--- src/rtl/mmu_sched.sv ---
// Two-requester job scheduler in front of a 2x2 matrix-multiply array.
// Round-robin grant, single job in flight, timeout abort, held response.
module mmu_sched #(
    parameter int unsigned TIMEOUT_CYCLES = 16
) (
    input  logic        clk,
    input  logic        rst,
    input  logic [1:0]  req_valid,
    output logic [1:0]  req_ready,
    input  logic [63:0] req_a,
    input  logic [63:0] req_b,
    output logic [1:0]  rsp_valid,
    input  logic [1:0]  rsp_ready,
    output logic [31:0] rsp_c,
    output logic        rsp_err,
    output logic        mmu_start,
    output logic [31:0] mmu_a,
    output logic [31:0] mmu_b,
    input  logic [31:0] mmu_c,
    input  logic        mmu_done,
    output logic        busy
);

    localparam logic [7:0] TO_C = 8'(TIMEOUT_CYCLES);

    typedef enum logic [1:0] {
        IDLE  = 2'd0,
        ISSUE = 2'd1,
        WAIT  = 2'd2,
        RESP  = 2'd3
    } state_t;

    state_t      state_q, state_d;
    logic        gnt_q, gnt_d;
    logic        last_q, last_d;
    logic [7:0]  cnt_q, cnt_d;
    logic [31:0] opa_q, opa_d;
    logic [31:0] opb_q, opb_d;
    logic [31:0] res_q, res_d;
    logic        err_q, err_d;
    logic        sel;

    // On contention the requester that did not finish last wins.
    assign sel = (req_valid == 2'b11) ? ~last_q : req_valid[1];

    always_comb begin
        state_d   = state_q;
        gnt_d     = gnt_q;
        last_d    = last_q;
        cnt_d     = cnt_q;
        opa_d     = opa_q;
        opb_d     = opb_q;
        res_d     = res_q;
        err_d     = err_q;
        req_ready = 2'b00;
        rsp_valid = 2'b00;
        mmu_start = 1'b0;
        unique case (state_q)
            IDLE: begin
                if (|req_valid) begin
                    req_ready[sel] = 1'b1;
                    gnt_d   = sel;
                    opa_d   = sel ? req_a[63:32] : req_a[31:0];
                    opb_d   = sel ? req_b[63:32] : req_b[31:0];
                    state_d = ISSUE;
                end
            end
            ISSUE: begin
                mmu_start = 1'b1;
                cnt_d     = 8'd0;
                state_d   = WAIT;
            end
            WAIT: begin
                cnt_d = cnt_q + 8'd1;
                if (mmu_done) begin
                    res_d   = mmu_c;
                    err_d   = 1'b0;
                    state_d = RESP;
                end else if (cnt_d == TO_C) begin
                    res_d   = 32'd0;
                    err_d   = 1'b1;
                    state_d = RESP;
                end
            end
            RESP: begin
                rsp_valid[gnt_q] = 1'b1;
                if (rsp_ready[gnt_q]) begin
                    last_d  = gnt_q;
                    state_d = IDLE;
                end
            end
            default: state_d = IDLE;
        endcase
    end

    always_ff @(posedge clk) begin
        if (rst) begin
            state_q <= IDLE;
            gnt_q   <= 1'b0;
            last_q  <= 1'b1;
            cnt_q   <= 8'd0;
            opa_q   <= 32'd0;
            opb_q   <= 32'd0;
            res_q   <= 32'd0;
            err_q   <= 1'b0;
        end else begin
            state_q <= state_d;
            gnt_q   <= gnt_d;
            last_q  <= last_d;
            cnt_q   <= cnt_d;
            opa_q   <= opa_d;
            opb_q   <= opb_d;
            res_q   <= res_d;
            err_q   <= err_d;
        end
    end

    assign mmu_a   = opa_q;
    assign mmu_b   = opb_q;
    assign rsp_c   = res_q;
    assign rsp_err = err_q;
    assign busy    = (state_q != IDLE);

endmodule

--- config.mk ---
export PLATFORM = sky130hd
export DESIGN_NAME = mmu_sched
export DESIGN_NICKNAME = d
export VERILOG_FILES = /design/src/rtl/mmu_sched.sv
export SDC_FILE = /design/constraint.sdc
export NUM_CORES = 1
export LEC_CHECK = 0
export BUFFER_PORTS_ARGS = -buffer_cell sky130_fd_sc_hd__clkbuf_2
export CAP_MARGIN = 20
export CORE_ASPECT_RATIO = 0.75
export CORE_MARGIN = 1
export CORE_UTILIZATION = 47
export DETAILED_ROUTE_END_ITERATION = 8
export PLACE_DENSITY_LB_ADDON = 0.2
export SYNTH_ARGS = -nofsm -noshare
export SYNTH_HDL_FRONTEND = slang
export SYNTH_SLANG_ARGS = --single-unit
--- constraint.sdc ---
create_clock -name clk -period 4.59 [get_ports clk]
set_input_delay 0.918 -clock clk [delete_from_list [all_inputs] [get_ports clk]]
set_output_delay 0.918 -clock clk [all_outputs]
set_load 0.01 [all_outputs]
Word-level counts from Yosys, hierarchy flattened
Cells that the tools add are included.

Bits in registers: 109. Latch bits: 0. Bits in writable memories: 0. Memory bits (read-only): 0. Input bits: 167. Word-level logic and storage cells: 56. Memories kept: 0.

Add/sub/neg operators: 1. $mul: 0. Divide/modulo/power cells: 0. Order comparisons: 4. Eq/ne operators: 8. Shift-type cells: 0. Multiplexer cells: 23. Bitwise logic cells: 1. Reductions and logical operators: 11.

Operators with widths (count): $mux W32 (4); $pmux W8 S2 (1); $mux W2 (7); $add A8 B1 Y8 const B (1); $eq A8 B5 Y1 const B (1); $mux W1 (8); $pmux W2 S4 (1); $eq A2 B2 Y1 const B (3); $reduce_and A2 Y1 (3); $reduce_bool A2 Y1 (3); $lt A1 B2 Y1 const B (2); $ne A2 B2 Y1 const B (2); $ne A3 B3 Y1 const B (1); $reduce_and A3 Y1 (1); $demux W1 S1 (2); $eq A2 B1 Y1 const B (1); $ge A1 B1 Y1 const B (2); $logic_and A1 B1 Y1 (2); $logic_not A2 Y1 (1); $reduce_or A2 Y1 (1); $not A1 Y1 (1).

Depth between registers and ports, before layout
Gate-level depths: netlist of run 1.

Word-level depth: 8. Mapped depth: 7. Mapped depth without buffers: 6.

Worst setup path after synthesis of run 1
No wires, ideal clock.

Path type: input -> output. Start: input req_valid[1]. End: output req_ready[1]. Data arrival time: 1.876 ns. Setup slack: 1.796 ns. Cell stages on the path: 4. Path through: a21boi_0 > buf_2 > buf_1 > and2_1.

Longest elaborated chain between the ends: 8.

RTL lines: start: declaration (RTL line 8) `input logic [1:0] req_valid,`; $eq A2 B2 Y1 (RTL line 44) `assign sel = (req_valid == 2'b11) ? ~last_q : req_valid[1];`; $mux W1 (RTL line 44); $lt A1 B2 Y1 (not written as such) or $ge A1 B1 Y1 (tied branches) (RTL line 61) `req_ready[sel] = 1'b1;`; $logic_and A1 B1 Y1 (not written as such) (RTL line 61); $mux W1 (not written as such) (RTL line 61); $demux W1 S1 (RTL line 61); $mux W2 * (RTL line 60) `if (|req_valid) begin`; $mux W2 * (RTL line 58) `unique case (state_q)`; end: declaration (RTL line 9) `output logic [1:0] req_ready,`.

Mark *: on every way between the ends. The rest lies on a longest branch, timed or not.

Worst setup path in the final report of run 1
Same ends and word-level chain as after synthesis.

==> reports/results.tsv, run 1 <==
metric	value	unit
full die area	10500	um2
via count	4808	
Post-Route Skew	0.00544	ns
Max Slew Vio Count	0	
LEAKAGE	3.05	nW
status	completed	
share of cells above drive strength 1	41.3	%
GRT Residual Overflow	0	
PD cells	515	nW/um2
synthesized area per cell	8.96	um2
YS warnings	0	
final core occ	66.5	%
syn_nets	701	
Synth top cells by count	dfxtp_1, nand2_1, nor2_1	
routed len/inst	14.9	um
Critical Path RT	3.67	ns
die height	89.0	um
most common cell in the synthesized netlist	dfxtp_1	
Layout Area Growth over Synthesis	36.6	%
Crit path largest cell delay	0.55	ns
CTS sink cnt	109	
Post-synth ARST share	0	%
Hold Path Class	reg -> reg	
Yosys top cell area share	46.0	%
H-tree depth	3	
vias per cell	5.28	
fin nets	946	
initial antenna violation count	0	
Ports	270	
CP most frequent cell	clkbuf_2	
diode count	0	
Syn Inst Count	529	
clk buf depth	2	
width of the chip	118	um
Post-synth EDFFs	0	
Max VDD drop	0.322	mV
type of origin of the critical path	input pin	
Post-CTS Setup Bufs	0	
DR iter-0 viols	209	
crit end category	output pin	
Starting Density	48.7	%
DRT Pass-1 Iters	5	
vias in the first global route	4523	
Tmin final	2.90	ns
predominant post-synthesis flop cell	dfxtp_1	
unrepaired setup endpoints after global routing	false	
Residual DRC	0	
max cap viols	0	
worst-path maximum fanout	24	
clk slew on worst S/H paths	0.06	ns
flops & latches, synth	109	
synthesized area	4740	um2
critical path, cell by cell	clkbuf_2 -> a21boi_4 -> and2_1 -> clkbuf_2	
count of final setup violators	0	
Slew @ Worst Pin	1.05	ns
cell taking the most area after synthesis	dfxtp_1	
first-pass GRT wire length	21200	um
worst hold slack	0.460	ns
period utilization	63.2	%
post-CTS resize count	0	
Num CTS Buffers	9	
Setup Total Neg Slack	0	ns
worst rel slew slack	29.5	%
GR Util All Layers	25.4	%
largest net degree at the start of global routing	75	
worst-skew pair later-pin latency	0.35	ns
Synth area leaders	dfxtp_1, mux2i_1, a22o_1	
drt total wl	13600	um
post-route ant nets	0	
row count	31	
Arr. time, crit path	1.98	ns
PortBufs	269	
Core ar.	9740	um2
post-synth cell types	41	
final hold vios	0	
sequential share of the synthesized area	46.0	%
RePlAce Congestion	0.829	
critical path class	in -> out	
CTS tree	yes	
Final HPWL DP	10100	um
Max Freq	0.344	GHz
cell with the largest stage delay on the worst path	a21boi_4	
CTS Hold Bufs	0	
clk root buf	clkbuf_16	
==> layer usage <==
layer	track usage, %	vias up	routed length [um]
li1	-	2363	-
met1	28.8	2258	5380
met2	45.8	167	6980
met3	7.78	20	892
met4	10.0	0	291
met5	0	-	0
==> worst max-delay path: cells and delay by family <==
kind / cells / cell delay (ns)
AOI/OAI and AO/OA: 1 / 0.55
buffers and inverters: 2 / 0.29
and+or+nand+nor: 1 / 0.23
==> stage by stage <==
step / std cells / total power, mW / area (um2) / setup WS (ns)
after CTS: 911 / 3.36 / 6480 / 1.68
after detailed placement: 895 / 2.59 / 6180 / 1.68
final: 911 / 3.33 / 6480 / 1.69
after global placement: 893 / 2.50 / 6130 / 1.73
after floorplan: 529 / 2.09 / 4740 / 1.80
after global routing: 911 / 3.55 / 6480 / 1.56
==> cells by family after synthesis <==
group / count (synthesis) / share of synthesized area, %
compound gates: 159 / 26.3
fa+ha+maj: 5 / 1.32
buf+inv: 50 / 4.73
flops: 109 / 46.0
mux: 32 / 6.76
simple gates: 174 / 14.8
==> power breakdown <==
group | total [mW] | internal (mW) | switching, mW
clock network | 0.768 | 0.436 | 0.332
logic | 1.30 | 0.529 | 0.772
registers | 1.27 | 1.15 | 0.117
total | 3.33 | 2.11 | 1.22
==> registers in the layout, indices dropped and copies added (netlist names) <==
register,cells
mmu_a,32
rsp_c,32
gnt_q,1
mmu_b,32
rsp_err,1
cnt_q,8
last_q,1
state_q,2
==> path summary, 6_finish.rpt <==
kind | start | to | slack, ns | depth (start not counted)
max | req_valid[1] | req_ready[1] | 1.69 | 4
min | rsp_c[30]$_SDFFE_PP0P_ | rsp_c[30]$_SDFFE_PP0P_ | 0.46 | 2
max reg2reg | state_q[1]$_SDFFE_PP0P_ | mmu_b[28]$_SDFFE_PP0P_ | 2.22 | 7
min reg2reg | rsp_c[30]$_SDFFE_PP0P_ | rsp_c[30]$_SDFFE_PP0P_ | 0.46 | 2
==> cell usage in the layout, fill, tap and decap left out, drive strengths merged, types with 2 or more instances in the layout <==
| master | instances |
|---|---|
| dfxtp | 109 |
| a21oi | 42 |
| nor2 | 77 |
| a21bo | 2 |
| mux2i | 32 |
| nand3 | 3 |
| clkbuf | 281 |
| and2 | 2 |
| nor3 | 4 |
| a21boi | 2 |
| a31oi | 2 |
| inv | 7 |
| a22o | 35 |
| clkinv | 2 |
| a22oi | 35 |
| ha | 5 |
| buf | 8 |
| nand2b | 4 |
| a211oi | 29 |
| nand2 | 77 |
| o31ai | 2 |
| o21ai | 4 |
==> layout make-up <==
type                    count  area, um2
well taps                 132        165
repair buffers            277       1450
inverters                   7       26.3
clock buffers              12        246
clock inverters             4       47.5
flip-flops and latches    109       2180
fillers                   851       3260
multi-input cells         370       2360
(Power assumes the default switching activity.)
==> run 2, diff against run 1 <==
--- a/config.mk
+++ b/config.mk
@@ -9,7 +9,7 @@
 export CAP_MARGIN = 20
 export CORE_ASPECT_RATIO = 0.75
 export CORE_MARGIN = 1
-export CORE_UTILIZATION = 47
+export CORE_UTILIZATION = 40
 export DETAILED_ROUTE_END_ITERATION = 8
 export PLACE_DENSITY_LB_ADDON = 0.2
 export SYNTH_ARGS = -nofsm -noshare
==> constraint.sdc (replaced) <==
create_clock -name clk -period 2.6 [get_ports clk]
set_input_delay 0.52 -clock clk [delete_from_list [all_inputs] [get_ports clk]]
set_output_delay 0.52 -clock clk [all_outputs]
set_load 0.01 [all_outputs]
==> run 2 against run 1 <==
  * Sequential share of layout area decreased by 0.33 points
  * Wire length shrank 2.5%
  * Clock-buffer cell count decreased by 2
  * Sequential power rose by 76%
  * Clock power is 98% higher
  * Flip-flop and latch count stayed put
  * Register-to-register slack lost 1.8 ns
  * Setup slack got worse by 1.4 ns
  * Highest routed layer unchanged
==> reports/results.tsv, run 2 (same netlist as run 1, synthesis figures left out) <==
metric	value	unit
most frequent cells in the layout	clkbuf_2, dfxtp_1, nand2_1	
Hold Path Class	in -> reg	
Post-CTS Setup Bufs	0	
RePlAce Congestion	0.804	
Arr. time, crit path	1.76	ns
final core occ	56.5	%
status	completed	
clk slew on worst S/H paths	0.07	ns
CTS sink cnt	109	
DP Cell Count	926	
crit end category	output pin	
initial antenna violation count	0	
Post-Route Skew	0.00974	ns
Core ar.	11600	um2
Tmin final	2.28	ns
count of final setup violators	0	
DR iter-0 viols	147	
Max Slew Vio Count	0	
clk buf depth	2	
critical path, cell by cell	inv_1 -> ha_1 -> buf_12 -> o21ai_2 -> nor2_1 -> clkbuf_2	
full die area	12300	um2
share of cells above drive strength 1	41.4	%
H-tree depth	3	
clk root buf	clkbuf_16	
Layout Area Growth over Synthesis	38.0	%
Max Freq	0.439	GHz
fill count	1099	
type of origin of the critical path	flop	
Max VDD drop	0.400	mV
first-pass GRT wire length	20100	um
Crit path largest cell delay	0.41	ns
vias per cell	5.03	
LEAKAGE	3.06	nW
GR Util All Layers	20.6	%
unrepaired setup endpoints after global routing	false	
CTS Hold Bufs	0	
post-route ant nets	0	
Setup Total Neg Slack	0	ns
worst-skew pair later-pin latency	0.34	ns
Final HPWL DP	9730	um
Residual DRC	0	
width of the chip	128	um
fin nets	947	
most common cell after layout, fill and taps aside	clkbuf_2	
PD cells	922	nW/um2
CTS tree	yes	
Num CTS Buffers	9	
row count	34	
diode count	0	
Starting Density	41.0	%
largest net degree at the start of global routing	75	
PortBufs	269	
via count	4729	
routed len/inst	14.1	um
Critical Path RT	2.08	ns
worst-path maximum fanout	29	
period utilization	87.7	%
worst rel slew slack	48.2	%
Slew @ Worst Pin	0.777	ns
max cap viols	0	
vias in the first global route	4236	
Ports	270	
footprint of the multi-input gates	2360	um2
DRT Pass-1 Iters	4	
drt total wl	13200	um
GRT Residual Overflow	0	
die height	96.3	um
cell with the largest stage delay on the worst path	ha_1	
Non-Filler Instances	940	
critical path class	reg -> out	
post-CTS resize count	0	
final hold vios	0	
Sequential Area	2180	um2
==> run 2: cell types whose count changed in the layout (fill, tap and decap cells not counted) <==
cell	before	now
clkinv_4	0	1
buf_4	6	7
clkinvlp_4	1	0
clkinv_2	2	0
buf_12	0	2
buf_16	2	0
clkbuf_1	2	1
bufinv_16	1	3
clkbuf_8	1	0
==> run 2: area by class of cell <==
type / count / area share [%]
clock inverters: 4 / 1.51
well taps: 162 / 3.10
inverters: 7 / 0.402
clock buffers: 10 / 3.50
multi-input cells: 370 / 36.1
repair buffers: 278 / 22.0
flip-flops and latches: 109 / 33.4
==> run 2: final timing paths <==
check                                              from                      to  slack (ns)  cells after the start
worst max register to register    cnt_q[0]$_SDFFE_PP0P_  rsp_c[31]$_SDFFE_PP0P_        0.45                      7
worst max-delay path            state_q[0]$_SDFFE_PP0P_            req_ready[0]        0.32                      6
worst min register to register   rsp_c[28]$_SDFFE_PP0P_  rsp_c[28]$_SDFFE_PP0P_        0.46                      2
worst min-delay path                          mmu_c[23]  rsp_c[23]$_SDFFE_PP0P_        0.40                      3
==> run 2: stage by stage <==
| step | total power, mW | worst slack (ns) | hold WS, ns | instance area, um2 |
|---|---|---|---|---|
| 6_report | 6.03 | 0.321 | 0.404 | 6540 |
| 2_1_floorplan | 3.69 | 0.579 | 0.468 | 4740 |
| 3_5_place_dp | 4.56 | 0.501 | 0.449 | 6210 |
| 5_1_grt | 6.44 | 0.174 | 0.398 | 6540 |
| 4_1_cts | 6.09 | 0.278 | 0.393 | 6540 |
| 3_3_place_gp | 4.48 | 0.600 | 0.441 | 6210 |
==> run 2: report_power, final <==
part / switching, mW / total (mW) / internal [mW]
Clock: 0.589 / 1.52 / 0.933
Combinational: 1.35 / 2.28 / 0.924
Sequential: 0.205 / 2.23 / 2.03
==> run 2: critical path: cells and delay by family (launching register included) <==
family / cells / cell delay [ns]
compound gates: 1 / 0.08
flops: 1 / 0.34
simple gates: 1 / 0.10
buf+inv: 3 / 0.48
fa+ha+maj: 1 / 0.41
==> run 2: metal layers <==
metal / part of all wire [%] / track usage (%) / up-vias
li1: - / - / 2367
met1: 44 / 25.3 / 2218
met2: 49 / 35.7 / 131
met3: 5.6 / 6.00 / 13
met4: 1.0 / 5.39 / 0
met5: 0 / 0 / -
==> run 3, diff against run 2 <==
==> constraint.sdc (replaced) <==
create_clock -name clk -period 2.6 [get_ports clk]
set_input_delay 0.13 -clock clk [delete_from_list [all_inputs] [get_ports clk]]
set_output_delay 0.13 -clock clk [all_outputs]
set_load 0.01 [all_outputs]
==> run 3 against run 2 <==
  * Largest cell class unchanged
  * Final cell count up 0.85%
  * Non-clock buffer count up 6
  * Critical endpoint is now rsp_c[31]$_SDFFE_PP0P_
  * Critical path type is now reg -> reg
  * Sequential share of layout area down 0.13 points
  * Sequential power about the same
==> reports/results.tsv, run 3 (same netlist as run 1, synthesis figures left out) <==
metric	value	unit
status	completed	
Arr. time, crit path	2.33	ns
first-pass GRT wire length	20000	um
vias in the first global route	4285	
Post-Route Skew	0.0111	ns
die height	96.3	um
clk root buf	clkbuf_16	
Residual DRC	0	
setup ws final	0.472	ns
Setup Total Neg Slack	0	ns
Max Slew Vio Count	0	
period utilization	81.9	%
GRT Residual Overflow	0	
M1 WL	5780	um
Final HPWL DP	9750	um
unrepaired setup endpoints after global routing	false	
Slew @ Worst Pin	0.661	ns
initial antenna violation count	0	
Max VDD drop	0.514	mV
full die area	12300	um2
Layout Area Growth over Synthesis	38.5	%
PD cells	888	nW/um2
routed len/inst	14.1	um
LEAKAGE	3.07	nW
Max Freq	0.470	GHz
critical path class	reg -> reg	
most common cell after layout, fill and taps aside	clkbuf_2	
Reg2Reg Setup Slack	0.47	ns
diode count	0	
via count	4770	
Tmin final	2.13	ns
PortBufs	269	
CTS tree	yes	
DR WL met3	720	um
share of cells above drive strength 1	41.1	%
count of final setup violators	0	
row count	34	
worst-path maximum fanout	32	
Num CTS Buffers	9	
vias per cell	5.03	
drt total wl	13300	um
H-tree depth	3	
most frequent cells in the layout	clkbuf_2, dfxtp_1, nand2_1	
Hold Path Class	in -> reg	
Core ar.	11600	um2
crit end category	flop	
final hold vios	0	
DRT Pass-1 Iters	5	
Starting Density	41.0	%
DR iter-0 viols	169	
CTS sink cnt	109	
largest net degree at the start of global routing	67	
post-CTS resize count	0	
width of the chip	128	um
Critical Path RT	2.81	ns
final instance area	6570	um2
Max Used Layer	met4	
worst-skew pair later-pin latency	0.34	ns
RePlAce Congestion	0.775	
post-route ant nets	0	
fin nets	953	
worst rel slew slack	55.9	%
max cap viols	0	
GR Util All Layers	20.5	%
clk buf depth	2	
pre-CTS setup slack	0.474	ns
WL met2	6720	um
Ports	270	
clk slew on worst S/H paths	0.07	ns
type of origin of the critical path	flop	
Post-Place Cell Area	6210	um2
Post-CTS Setup Bufs	0	
-- run 3: stage by stage --
step / total power, mW / util [%] / std cells / hold slack (ns)
3_3_place_gp: 4.44 / 53.7 / 926 / 0.355
3_5_place_dp: 4.54 / 53.7 / 926 / 0.363
6_report: 5.83 / 56.7 / 948 / 0.0135
4_1_cts: 5.91 / 56.7 / 948 / 0.000164
2_1_floorplan: 3.69 / - / 529 / 0.263
5_1_grt: 6.24 / 56.7 / 948 / 0.00738
-- run 3: area by class of cell --
| class | count | area (um2) |
|---|---|---|
| Fill cell | 1105 | 5010 |
| Multi-Input combinational cell | 370 | 2360 |
| Sequential cell | 109 | 2180 |
| Timing Repair Buffer | 284 | 1500 |
| Clock buffer | 11 | 233 |
| Tap cell | 162 | 203 |
| Clock inverter | 5 | 60.1 |
| Inverter | 7 | 26.3 |
-- run 3: layer usage --
layer	up-vias	global-route usage [%]
li1	2383	-
met1	2222	24.3
met2	153	37.6
met3	12	5.23
met4	0	4.71
met5	-	0
-- run 3: critical path, stage by stage (launching register included) --
cell and delay, ns:
dfxtp_1 0.41, ha_1 0.28, and3_1 0.18, o2111a_1 0.21, o2111ai_2 0.17, o31ai_4 0.21, buf_4 0.43, a21oi_1 0.10
-- run 3: final timing paths --
path	from	endpoint	depth (start not counted)
setup / recovery	cnt_q[0]$_SDFFE_PP0P_	rsp_c[31]$_SDFFE_PP0P_	7
hold / removal	mmu_c[19]	rsp_c[19]$_SDFFE_PP0P_	3
setup reg to reg	cnt_q[0]$_SDFFE_PP0P_	rsp_c[31]$_SDFFE_PP0P_	7
hold reg to reg	rsp_c[23]$_SDFFE_PP0P_	rsp_c[23]$_SDFFE_PP0P_	2
-- run 3: report_power, final --
part / internal, mW / leakage, nW / switching (mW)
combinational: 0.903 / 2.04 / 1.35
sequential: 2.03 / 0.893 / 0.206
clock: 0.752 / 0.140 / 0.596
total: 3.68 / 3.07 / 2.15
-- run 3: repair_timing --
item                                    CTS  global route
endpoints found under the setup margin    0             0
hold buffers                              6             0
endpoints found under the hold margin     6             0
